===== config.mk =====
export PLATFORM = sky130hd
export DESIGN_NAME = present_sbox_layer_ctrl_flat
export DESIGN_NICKNAME = d
export VERILOG_FILES = /design/src/rtl/present_sbox_layer_ctrl_if.sv /design/src/rtl/present_sbox_layer_ctrl.sv /design/src/flat_wrapper.sv
export SDC_FILE = /design/constraint.sdc
export NUM_CORES = 1
export LEC_CHECK = 0
export ABC_AREA = 1
export CAP_MARGIN = 10
export CORE_UTILIZATION = 46
export CTS_CLUSTER_DIAMETER = 200
export DETAILED_ROUTE_END_ITERATION = 7
export GPL_ROUTABILITY_DRIVEN = 0
export GPL_TIMING_DRIVEN = 1
export PLACE_DENSITY = 0.79
export SLEW_MARGIN = 10
export SYNTH_ARGS = -nofsm -noshare
export SYNTH_HDL_FRONTEND = slang
export SYNTH_SLANG_ARGS = --single-unit

===== constraint.sdc =====
create_clock -name clk -period 2.2 [get_ports clk]
set_clock_uncertainty 0.05 [all_clocks]
set_input_delay 0.44 -clock clk [delete_from_list [all_inputs] [get_ports clk]]
set_output_delay 0.44 -clock clk [all_outputs]
set_load 0.05 [all_outputs]

===== src/rtl/present_sbox_layer_ctrl_if.sv =====
// S-box side bus of the PRESENT substitution-layer sequencer: three nibble
// shares out, eight bits of randomness out, three nibble shares back.
interface present_sbox_layer_ctrl_if;
  logic [3:0] sbox_in1;
  logic [3:0] sbox_in2;
  logic [3:0] sbox_in3;
  logic [7:0] sbox_r;
  logic [3:0] sbox_out1;
  logic [3:0] sbox_out2;
  logic [3:0] sbox_out3;

  modport master (
    output sbox_in1, sbox_in2, sbox_in3, sbox_r,
    input  sbox_out1, sbox_out2, sbox_out3
  );

  modport slave (
    input  sbox_in1, sbox_in2, sbox_in3, sbox_r,
    output sbox_out1, sbox_out2, sbox_out3
  );
endinterface


===== src/rtl/present_sbox_layer_ctrl.sv =====
// Streams the 16 nibbles of a 3-share 64-bit state through one shared masked
// S-box pipeline and reassembles the returned nibbles into three result shares.
module present_sbox_layer_ctrl #(
  parameter int SBOX_LAT = 4,
  parameter int RND_OFS  = 1
) (
  input  logic                              clk,
  input  logic                              rst_n,
  input  logic                              start_i,
  input  logic [63:0]                       st1_i,
  input  logic [63:0]                       st2_i,
  input  logic [63:0]                       st3_i,
  input  logic [7:0]                        rnd_in_i,
  output logic                              rnd_req_o,
  present_sbox_layer_ctrl_if.master         sbox_if,
  output logic                              busy_o,
  output logic                              done_o,
  output logic [63:0]                       res1_o,
  output logic [63:0]                       res2_o,
  output logic [63:0]                       res3_o
);

  typedef enum logic [1:0] {IDLE, FEED, DRAIN, DONE} state_e;

  state_e              state_q;
  logic [63:0]         sh1_q, sh2_q, sh3_q;
  logic [63:0]         res1_q, res2_q, res3_q;
  logic [3:0]          issue_q, cap_q;
  logic [SBOX_LAT-1:0] vld_q;
  logic                busy_q, done_q;

  logic                feed;
  logic [SBOX_LAT:0]   tap;
  logic                cap_en;

  // tap[k] is "a nibble entered the S-box k cycles ago"; randomness and
  // capture are both just taps of this one delay line.
  assign feed      = (state_q == FEED);
  assign tap       = {vld_q, feed};
  assign cap_en    = tap[SBOX_LAT];
  assign rnd_req_o = tap[RND_OFS];

  assign sbox_if.sbox_in1 = feed ? sh1_q[3:0] : 4'h0;
  assign sbox_if.sbox_in2 = feed ? sh2_q[3:0] : 4'h0;
  assign sbox_if.sbox_in3 = feed ? sh3_q[3:0] : 4'h0;
  assign sbox_if.sbox_r   = rnd_req_o ? rnd_in_i : 8'h00;

  assign busy_o = busy_q;
  assign done_o = done_q;
  assign res1_o = res1_q;
  assign res2_o = res2_q;
  assign res3_o = res3_q;

  // NOTE: every register here uses <= so all of them see pre-edge values;
  // the datapath registers are reset too because an abort must leave res* at 0.
  always_ff @(posedge clk or negedge rst_n) begin
    if (!rst_n) begin
      state_q <= IDLE;
      sh1_q   <= '0;
      sh2_q   <= '0;
      sh3_q   <= '0;
      res1_q  <= '0;
      res2_q  <= '0;
      res3_q  <= '0;
      issue_q <= '0;
      cap_q   <= '0;
      vld_q   <= '0;
      busy_q  <= 1'b0;
      done_q  <= 1'b0;
    end else begin
      done_q <= 1'b0;
      vld_q  <= tap[SBOX_LAT-1:0];

      if (cap_en) begin
        res1_q[{cap_q, 2'b00} +: 4] <= sbox_if.sbox_out1;
        res2_q[{cap_q, 2'b00} +: 4] <= sbox_if.sbox_out2;
        res3_q[{cap_q, 2'b00} +: 4] <= sbox_if.sbox_out3;
        cap_q <= cap_q + 4'd1;
      end

      unique case (state_q)
        IDLE: begin
          if (start_i) begin
            sh1_q   <= st1_i;
            sh2_q   <= st2_i;
            sh3_q   <= st3_i;
            res1_q  <= '0;
            res2_q  <= '0;
            res3_q  <= '0;
            issue_q <= '0;
            cap_q   <= '0;
            busy_q  <= 1'b1;
            state_q <= FEED;
          end
        end
        FEED: begin
          sh1_q   <= {4'h0, sh1_q[63:4]};
          sh2_q   <= {4'h0, sh2_q[63:4]};
          sh3_q   <= {4'h0, sh3_q[63:4]};
          issue_q <= issue_q + 4'd1;
          if (issue_q == 4'd15) state_q <= DRAIN;
        end
        DRAIN: begin
          if (cap_en && (cap_q == 4'd15)) begin
            busy_q  <= 1'b0;
            done_q  <= 1'b1;
            state_q <= DONE;
          end
        end
        DONE: state_q <= IDLE;
        default: state_q <= IDLE;
      endcase
    end
  end

endmodule


===== src/flat_wrapper.sv =====
// flat-port wrapper written by rule: the top's interface ports become plain ports
module present_sbox_layer_ctrl_flat 
#(
  parameter int SBOX_LAT = 4,
  parameter int RND_OFS  = 1
)
  (clk, rst_n, start_i, st1_i, st2_i, st3_i, rnd_in_i, rnd_req_o, busy_o, done_o, res1_o, res2_o, res3_o, sbox_if_sbox_in1, sbox_if_sbox_in2, sbox_if_sbox_in3, sbox_if_sbox_r, sbox_if_sbox_out1, sbox_if_sbox_out2, sbox_if_sbox_out3);
  present_sbox_layer_ctrl_if sbox_if_i ();
  input  logic clk;
  input  logic rst_n;
  input  logic start_i;
  input  logic [63:0] st1_i;
  input  logic [63:0] st2_i;
  input  logic [63:0] st3_i;
  input  logic [7:0] rnd_in_i;
  output logic rnd_req_o;
  output logic busy_o;
  output logic done_o;
  output logic [63:0] res1_o;
  output logic [63:0] res2_o;
  output logic [63:0] res3_o;
  output wire logic [$bits(sbox_if_i.sbox_in1)-1:0] sbox_if_sbox_in1;
  output wire logic [$bits(sbox_if_i.sbox_in2)-1:0] sbox_if_sbox_in2;
  output wire logic [$bits(sbox_if_i.sbox_in3)-1:0] sbox_if_sbox_in3;
  output wire logic [$bits(sbox_if_i.sbox_r)-1:0] sbox_if_sbox_r;
  input wire logic [$bits(sbox_if_i.sbox_out1)-1:0] sbox_if_sbox_out1;
  input wire logic [$bits(sbox_if_i.sbox_out2)-1:0] sbox_if_sbox_out2;
  input wire logic [$bits(sbox_if_i.sbox_out3)-1:0] sbox_if_sbox_out3;
  assign sbox_if_sbox_in1 = sbox_if_i.sbox_in1;
  assign sbox_if_sbox_in2 = sbox_if_i.sbox_in2;
  assign sbox_if_sbox_in3 = sbox_if_i.sbox_in3;
  assign sbox_if_sbox_r = sbox_if_i.sbox_r;
  assign sbox_if_i.sbox_out1 = sbox_if_sbox_out1;
  assign sbox_if_i.sbox_out2 = sbox_if_sbox_out2;
  assign sbox_if_i.sbox_out3 = sbox_if_sbox_out3;
  present_sbox_layer_ctrl #(.SBOX_LAT(SBOX_LAT), .RND_OFS(RND_OFS)) u_core (.clk(clk), .rst_n(rst_n), .start_i(start_i), .st1_i(st1_i), .st2_i(st2_i), .st3_i(st3_i), .rnd_in_i(rnd_in_i), .rnd_req_o(rnd_req_o), .sbox_if(sbox_if_i), .busy_o(busy_o), .done_o(done_o), .res1_o(res1_o), .res2_o(res2_o), .res3_o(res3_o));
endmodule

==> results.yml <==
die:
  num_rows: 72
  io_pins: 430
  start_util_pct: 47.2
  chipHeight_um: 202
  die_w_um: 202
  core_area_mm2: 0.0391
  die_area_mm2: 0.0409
clock_tree:
  cts_sinks: 400
  cts-root-buf: "clkbuf_16"
  cts_buffers: 44
  clockBufferDepth: 3
  clk_latency_ps: 560
  clk_pin_slew_ps: 60
  cts_tree: "built"
  htree_levels: 2
grt:
  grt_use_met3_pct: 4.29
  grt-ovfl-total: 0
  busiest_layer: "met2"
  use_met2_pct: 45.7
  grt_max_degree: 181
  antenna_found_initial: 1
  use_met1_pct: 35.5
  grt_use_total_pct: 27.0
  grt_pass1_vias: 16800
  grt_pass1_wl_mm: 88.5
sta:
  hold_slack_ps: 296
  relSlewSlack_pct: 49.8
  tightest_slew_ps: 753
  fmax_ghz: 0.469
  fin_crit_ps: 2130
  setup_viol: 0
  finalCritPeriodShare_pct: 96.9
  setup_tns_ps: 0
  maxSlewViolCount: 0
  rsz0062_at_grt: "true"
  final_hold_viol_count: 0
route:
  drt.antenna.violating_nets: 0
  vias: 17600
  wire_per_inst_um: 16.6
  drt-total-wl_mm: 55.4
  viasPerCell: 5.26
  drt_first_pass_iters: 6
  drtIter0Drc: 1677
  drcViolationCount: 0
worst_setup_path:
  reg2reg_depth: 8
  cpMostUsedCell: "inv_2"
  cp_data_arrival_time_ps: 1640
  r2r_slack_ps: 120
  timing_worst_setup_path_type: "flop to primary output"
  cpPeakStageDelay_ps: 380
  rr_startpoint: "u_core.cap_q[0]"
  cp-startpoint: "u_core.state_q[1]"
  worst_path_max_delay_cell: "dfrtp_1"
  r2r_end: "u_core.res2_o[1]"
  crit_family: "buffers and inverters"
  critical_path_buf_inv_count: 4
  cp-end-kind: "primary output"
  cp-start-kind: "flop"
  crit_fanout: 7
  cp_cell_sequence: "inv_2 -> ha_4 -> buf_8 -> nand2_2 -> inv_2 -> buf_12"
  required_ps: 1710
power:
  power_leakage_nw: 12.5
  p_per_area_mw_per_mm2: 607
  finalPower_mw: 15.3
  peakVddDrop_v: 0.000472
final_layout:
  nets: 3011
  fin_util_pct: 64.4
  antennaDiodeCount: 0
  drive_gt1_share_pct: 8.51
  syn_to_final_growth_pct: 36.4
  design_area_mm2: 0.0252
logic_synthesis:
  synth_edf_count: 0
  yosys.cell_count.top_type: "nand2_1"
  mappedNetlistArea_mm2: 0.0184
  synth.area.top_cells: "dfrtp_1, nand2_1, nor2_1"
  synth_area_per_cell_um2: 7.77
  syn-num-nets: 2598
  yosys_warnings: 0
  synth-seq-cells: 400
  synth_cells: 2375
  yosys-top-cells-count: "nand2_1, nor2_1, dfrtp_1"
  yosysTopAreaCellShare_pct: 54.3
  yosysUniqueCellTypes: 30
  yosys.area.top_type: "dfrtp_1"
  seq_area_frac_synth_pct: 54.3
  async_flop_share_pct: 100
  synth_ff_type: "dfrtp_1"
status:
  outcome: "finished clean"
worst_hold_path:
  min_from: "u_core.vld_q[1]"
  hold-path-endpoint: "u_core.vld_q[2]"
  hold_depth: 0
  min_path_type: "flop to flop"
place:
  placed_area_mm2: 0.0238
  numPortBuffers: 429
  dp_hpwl_mm: 38.9
run:
  drv_cap: 0
[final cells by class]
class	instances	area (um^2)
clock buffer	68	1300
clock inverter	11	93.8
fill	3257	13900
inverter	189	717
multi-input combinational	1631	7090
sequential	400	10000
tap	518	648
timing repair buffer	522	5300
[sequential cells by signal, indices dropped and copies added (netlist names)]
register        flops
u_core.busy_o       1
u_core.res1_o      64
u_core.done_o       1
u_core.cap_q        4
u_core.sh1_q       64
u_core.sh3_q       64
u_core.sh2_q       64
u_core.issue_q      4
u_core.state_q      2
u_core.res3_o      64
u_core.res2_o      64
u_core.vld_q        4
[repair_timing]
action / 4_1_cts / 5_1_grt
hold endpoints to repair: 40 / 0
hold buffers: 1 / 0
gates cloned: 2 / 0
gates resized for setup: 202 / 20
setup buffers: 8 / 1
endpoints found under the setup margin: 200 / 30
pin swaps: 0 / 1
[layout by cell type, fill, tap and decap left out, drive strengths merged]
cell type      instances
nor2                 529
dlygate4sd3            1
o21ai                 55
nand2                704
a21oi                 58
ha                     8
nor3                  13
nor4                   2
dlygate4sd2          188
clkinv                11
clkdlybuf4s50        213
buf                  118
bufbuf                 2
dfrtp                400
clkinvlp               1
nand3                 71
inv                  187
a31oi                180
xor2                   1
clkbuf                68
nand4                 10
bufinv                 1
[how the worst max path moves through the flow]
stage | end | slack [ps] | cells past startpoint
after floorplan | sbox_if_sbox_in1[0] | 20 | 7
after global placement | u_core.res2_o[15] | 20 | 6
after detailed placement | u_core.res2_o[15] | 80 | 6
after CTS | sbox_if_sbox_in1[1] | -40 | 6
after global routing | u_core.res2_o[1] | -30 | 8
final | sbox_if_sbox_in3[3] | 70 | 6
[layer usage]
layer	wire length, um	share of wire, %	vias up
met2	26800	48	847
li1	-	-	8283
met3	4460	8.0	118
met5	17	0.031	-
met4	1710	3.1	2
met1	22500	41	8319
[per-stage QoR]
stage / instances / setup WS, ps
finish: 3339 / 68.3
global route: 3339 / -32.0
CTS: 3339 / -40.8
detailed placement: 3249 / 80.0
global placement: 3249 / 22.2
floorplan: 2375 / 15.8
[kinds of logic (layout without fill, tap and decap cells)]
family	after synthesis	in the layout	share of synthesized area, %
adder cells (fa/ha/maj)	8	8	0.543
AO/OA/AOI/OAI	293	293	9.25
XOR/XNOR	1	1	0.0475
flip-flops	400	400	54.3
buffers and inverters	344	790	7.69
AND/OR/NAND/NOR	1329	1329	28.2
[report_power, final]
part | switching [mW] | internal (mW) | total [mW]
sequential | 0 | 7.36 | 7.36
combinational | 0.350 | 0.416 | 0.766
clock | 2.96 | 4.19 | 7.14
Power figures use the tool's default switching activity.
